### config.mk
export PLATFORM = sky130hd
export DESIGN_NAME = decoder
export DESIGN_NICKNAME = d
export VERILOG_FILES = /design/src/rtl/jac18_pkg.sv /design/src/rtl/decoder_branch_cond.sv /design/src/rtl/decoder.sv
export SDC_FILE = /design/constraint.sdc
export NUM_CORES = 1
export LEC_CHECK = 0
export CORE_AREA = 2 2 43 45
export DETAILED_ROUTE_END_ITERATION = 6
export DIE_AREA = 0 0 45 47
export PLACE_DENSITY = 0.87
export SETUP_SLACK_MARGIN = 0.4
export SLEW_MARGIN = 20
export SYNTH_ARGS = -nofsm -noshare
export SYNTH_HDL_FRONTEND = slang
export SYNTH_SLANG_ARGS = --single-unit
### constraint.sdc
create_clock -name clk -period 2.2 [get_ports clk]
set_input_delay 0.66 -clock clk [delete_from_list [all_inputs] [get_ports clk]]
set_output_delay 0.66 -clock clk [all_outputs]
set_load 0.005 [all_outputs]
### src/rtl/jac18_pkg.sv
// Shared Jac1-8 CPU definitions: opcodes, field positions, status bit indices
// and the decoder control bundle.
package jac18_pkg;

  localparam int DataWidth         = 8;
  localparam int SEL_WIDTH         = 2;
  localparam int PROGRAM_DataWidth = 16;
  localparam int NumOpCodeBits     = 5;
  localparam int ParamBits         = 8;
  localparam int NumStatusBits     = 3;

  // MSB position of each register-select field within the program word
  localparam int OP1_BIT_POS = 9;
  localparam int OP2_BIT_POS = 4;

  localparam int STATUS_Z  = 0;
  localparam int STATUS_ST = 1;
  localparam int STATUS_GT = 2;

  localparam logic SEL_ALU     = 1'b1;
  localparam logic SEL_DECODER = 1'b0;

  typedef enum logic [NumOpCodeBits-1:0] {
    Op_NOP  = 5'h00,
    Op_ADD  = 5'h01,
    Op_SUB  = 5'h02,
    Op_AND  = 5'h03,
    Op_OR   = 5'h04,
    Op_NOT  = 5'h05,
    Op_XOR  = 5'h06,
    Op_SHL  = 5'h07,
    Op_SHR  = 5'h08,
    Op_VAL  = 5'h09,
    Op_GOTO = 5'h10,
    Op_IFZ  = 5'h11,
    Op_IFNZ = 5'h12,
    Op_IFEQ = 5'h13,
    Op_IFST = 5'h14,
    Op_IFGT = 5'h15
  } opcode_e;

  typedef struct packed {
    logic rd_en1;
    logic rd_en2;
    logic wr_en;
    logic sel_alu;
    logic cnt_wr_en;
  } ctrl_t;

endpackage

### src/rtl/decoder_branch_cond.sv
// Branch condition evaluator: low three opcode bits of a jump-class opcode
// plus ALU flags -> take. Purely combinational.
module decoder_branch_cond
  import jac18_pkg::*;
(
  input  logic [2:0]               cond_i,
  input  logic [NumStatusBits-1:0] status_i,
  output logic                     take_o
);

  logic z_flag;
  logic st_flag;
  logic gt_flag;

  assign z_flag  = status_i[STATUS_Z];
  assign st_flag = status_i[STATUS_ST];
  assign gt_flag = status_i[STATUS_GT];

  // Encodings follow Op_GOTO..Op_IFGT = 5'h10..5'h15
  always_comb begin
    take_o = 1'b0;
    case (cond_i)
      3'd0:    take_o = 1'b1;
      3'd1:    take_o = z_flag;
      3'd2:    take_o = ~z_flag;
      3'd3:    take_o = ~st_flag & ~gt_flag;
      3'd4:    take_o = st_flag;
      3'd5:    take_o = gt_flag;
      default: take_o = 1'b0;
    endcase
  end

endmodule

### src/rtl/decoder.sv
// Jac1-8 instruction decoder: field split plus zero-latency control decode,
// with a one-cycle squash of the instruction following a taken jump.
module decoder
  import jac18_pkg::*;
#(
  parameter int DATA_W   = DataWidth,
  parameter int SEL_W    = SEL_WIDTH,
  parameter int PROG_W   = PROGRAM_DataWidth,
  parameter int OPC_W    = NumOpCodeBits,
  parameter int PARAM_W  = ParamBits,
  parameter int STATUS_W = NumStatusBits
) (
  input  logic                clk,
  input  logic                rst,
  input  logic [PROG_W-1:0]   instruction,
  input  logic [STATUS_W-1:0] status,
  output logic [OPC_W-1:0]    opcode,
  output logic [DATA_W-1:0]   param,
  output logic [DATA_W-1:0]   literal_adr,
  output logic [SEL_W-1:0]    rd_sel1,
  output logic [SEL_W-1:0]    rd_sel2,
  output logic                rd_en1,
  output logic                rd_en2,
  output logic                wr_en,
  output logic [SEL_W-1:0]    wr_sel,
  output logic                sel_reg_in_alu_decoder,
  output logic                cnt_wr_en
);

  logic [OPC_W-1:0] opc;
  ctrl_t            ctrl_raw;
  ctrl_t            ctrl;
  logic             take;
  logic             squash_q;
  logic             squash_d;
  logic             unused_instr_bit;

  assign opc              = instruction[PROG_W-1 -: OPC_W];
  assign unused_instr_bit = instruction[OP1_BIT_POS+1];

  // Field outputs are raw wiring; neither reset nor squash touches them
  assign opcode      = opc;
  assign param       = DATA_W'(instruction[PARAM_W-1:0]);
  assign literal_adr = DATA_W'(instruction[PARAM_W-1:0]);
  assign rd_sel1     = instruction[OP1_BIT_POS -: SEL_W];
  assign rd_sel2     = instruction[OP2_BIT_POS -: SEL_W];
  assign wr_sel      = instruction[OP1_BIT_POS -: SEL_W];

  decoder_branch_cond u_branch_cond (
    .cond_i   (opc[2:0]),
    .status_i (status),
    .take_o   (take)
  );

  always_comb begin
    ctrl_raw         = '0;
    ctrl_raw.sel_alu = SEL_DECODER;
    case (opc)
      Op_ADD, Op_SUB, Op_AND, Op_OR, Op_XOR: begin
        ctrl_raw.rd_en1  = 1'b1;
        ctrl_raw.rd_en2  = 1'b1;
        ctrl_raw.wr_en   = 1'b1;
        ctrl_raw.sel_alu = SEL_ALU;
      end
      Op_NOT, Op_SHL, Op_SHR: begin
        ctrl_raw.rd_en1  = 1'b1;
        ctrl_raw.wr_en   = 1'b1;
        ctrl_raw.sel_alu = SEL_ALU;
      end
      Op_VAL: begin
        ctrl_raw.wr_en   = 1'b1;
        ctrl_raw.sel_alu = SEL_DECODER;
      end
      // status only reaches the outputs through this arm
      Op_GOTO, Op_IFZ, Op_IFNZ, Op_IFEQ, Op_IFST, Op_IFGT: begin
        ctrl_raw.cnt_wr_en = take;
      end
      default: ctrl_raw = '0;
    endcase
  end

  always_comb begin
    ctrl = ctrl_raw;
    if (squash_q) begin
      ctrl.rd_en1    = 1'b0;
      ctrl.rd_en2    = 1'b0;
      ctrl.wr_en     = 1'b0;
      ctrl.cnt_wr_en = 1'b0;
    end
    if (rst) begin
      ctrl = '0;
    end
  end

  // Uses the gated jump so a squashed jump cannot re-arm the squash
  assign squash_d = ctrl.cnt_wr_en;

  always_ff @(posedge clk) begin
    if (rst) begin
      squash_q <= 1'b0;
    end else begin
      squash_q <= squash_d;
    end
  end

  assign rd_en1                 = ctrl.rd_en1;
  assign rd_en2                 = ctrl.rd_en2;
  assign wr_en                  = ctrl.wr_en;
  assign sel_reg_in_alu_decoder = ctrl.sel_alu;
  assign cnt_wr_en              = ctrl.cnt_wr_en;

endmodule

==> qor.yml <==
critical_path:
  crit_type: "in2out"
  cp_max_fo: 3
  critPathArrivalTime_ns: 1.64
  setup.worst_path.end_class: "primary output"
  start_kind: "primary input"
  cp.required_ns: 1.54
place:
  dp.cells: 62
  placed_area_um2: 455
  finalWeightedCongestion: 0.706
  hpwl_um: 600
  io_buffer_count: 19
routing:
  vias: 262
  drt-initial-drc-count: 2
  drcViolationCount: 0
  routedWlPerCell_um: 11.7
  via_per_inst: 4.16
  routed_wl_um: 737
  ant_nets: 0
  first_pass_iters: 2
clock_tree:
  clk_pin_slew_ns: 0
  clk_latency_ns: 0
synthesis:
  synthTopCellsByArea: "buf_4 58%, nor4b_1 7.6%, dfxtp_1 5.8%"
  yosysTopAreaCellShare_pct: 58.3
  ys_ff_latch: 1
  synthesis.nets: 68
  yosys_warnings: 0
  syn_area_um2: 348
  yosysTopAreaCell: "buf_4"
  postSynthCellCount: 47
  synth_seq_area_share_pct: 5.76
  synth_cell_type_count: 14
  syn_area_per_cell_um2: 7.40
final_layout:
  multi_input_area_um2: 195
  top_regs: "squash_q: 1 flops"
  layout_commonest_cell: "buf_4"
  largest_reg_flops: 1
  n_fill_cell: 199
  register_area_um2: 20.0
  stdcell_area_um2: 459
  regMostFlops: "squash_q"
  diodes: 0
  layout-drive-gt1-share_pct: 63.0
  finalNonFillerCells: 63
  final_cell_mix: "7 x buf_4, 5 x buf_6, 5 x dlygate4sd2_1, 5 x buf_2, 3 x clkdlybuf4s15_1"
  final_nets: 69
  area_delta_synth_final_pct: 32.0
sta:
  tightest_slew_ns: 0.230
  finalSetupViolations: 2
  hold_violations: 0
  period_minus_slack_ns: 2.30
  post-route-period-util_pct: 104
  rsz0062_at_grt: "true"
  relSlewSlack_pct: 84.5
  fin_setup_tns_ns: -0.109
  maxSlewViolCount: 0
  finClkSkew_ns: 0
  setup_ws_ns: -0.0950
  timing.fmax_mhz: 436
global_route:
  grt_antenna_before_repair: 0
  met2_usage_pct: 14.9
  grt_max_degree: 8
  grt_pass1_wl_mm: 1.16
  grt_use_met1_pct: 6.86
  grt_overflow_total: 0
  grt-busiest-layer: "met2"
  grt_pass1_vias: 283
  grt_usage_pct: 7.00
  use_met3_pct: 1.54
pwr:
  peakVddDrop_v: 0.000114
  p_leak_uw: 0.000201
  powerDensity_nw_per_um2: 199
floorplanning:
  core_area_um2: 1650
  dieHeight_um: 47
  io_pins: 53
  fp-row-count: 15
  start_util_pct: 21.1
  die-area_um2: 2120
  die_w_um: 45
status:
  failed_checks: "negative setup slack"
  status: "complete, but fails checks"
worst_hold_path:
  hp-class: "reg2reg"
run:
  maxCapViolCount: 0
==> final cells by class <==
cell class	instances	share of cell area (%)
Timing Repair Buffer	26	48.5
Sequential cell	1	4.36
Tap cell	17	4.63
Multi-Input combinational cell	19	42.5
==> synth_stat cells (all sizes together) <==
master	n
nand2	1
buf	27
a2111oi	1
o21ai	2
nor2	3
or3	1
xor2	1
or4b	1
nor3	2
mux2i	1
dfxtp	1
a21oi	2
or2	1
nor4b	3
==> path summary, 6_finish.rpt <==
path,start,end,slack [ns],cells past startpoint
setup reg to reg,squash_q,squash_q,0.96,2
hold / removal,squash_q,squash_q,0.55,2
hold reg to reg,squash_q,squash_q,0.55,2
setup / recovery,rst,cnt_wr_en,-0.1,4
==> kinds of logic (layout without fill, tap and decap cells) <==
group | after synthesis | after routing | synth area share (%)
compound gates | 5 | 5 | 8.27
xor+xnor | 1 | 1 | 2.52
buf+inv | 27 | 26 | 58.3
flops | 1 | 1 | 5.76
mux | 1 | 1 | 2.88
simple gates | 12 | 12 | 22.3
==> what timing repair did <==
| item | CTS | global route |
|---|---|---|
| pin swaps | 11 | 4 |
| endpoints found under the setup margin | 11 | 5 |
| setup buffers | 1 | 0 |
| hold buffers | 0 | 0 |
| gates cloned | 0 | 0 |
| gates resized for setup | 72 | 1 |
==> stage by stage <==
step	hold WS [ns]	util (%)	setup slack, ns	total power [uW]
after floorplan	0.532	-	0.119	80.0
after global placement	0.554	27.6	-0.856	92.0
after detailed placement	0.564	27.6	-0.875	93.4
after CTS	0.565	27.4	-0.137	91.2
after global routing	0.586	27.8	-0.131	97.7
final	0.555	27.8	-0.0950	91.4
==> worst max-delay path, stage by stage <==
cell	delay (ns)
buf_6	0.10
or4b_4	0.53
nor4b_4	0.20
buf_2	0.15
==> per-layer routing <==
layer  up-vias  part of all wire [%]
met2        15                    50
met3         2                    16
met1       112                    34
li1        133                     -
met5         -                     0
met4         0                  0.27
==> power breakdown <==
group | switching, uW | internal (uW)
Clock | 0 | 0
Sequential | 0.239 | 19.0
Combinational | 30.2 | 41.9
Total | 30.5 | 60.9
Note: power is estimated with default switching activity, not from simulation.
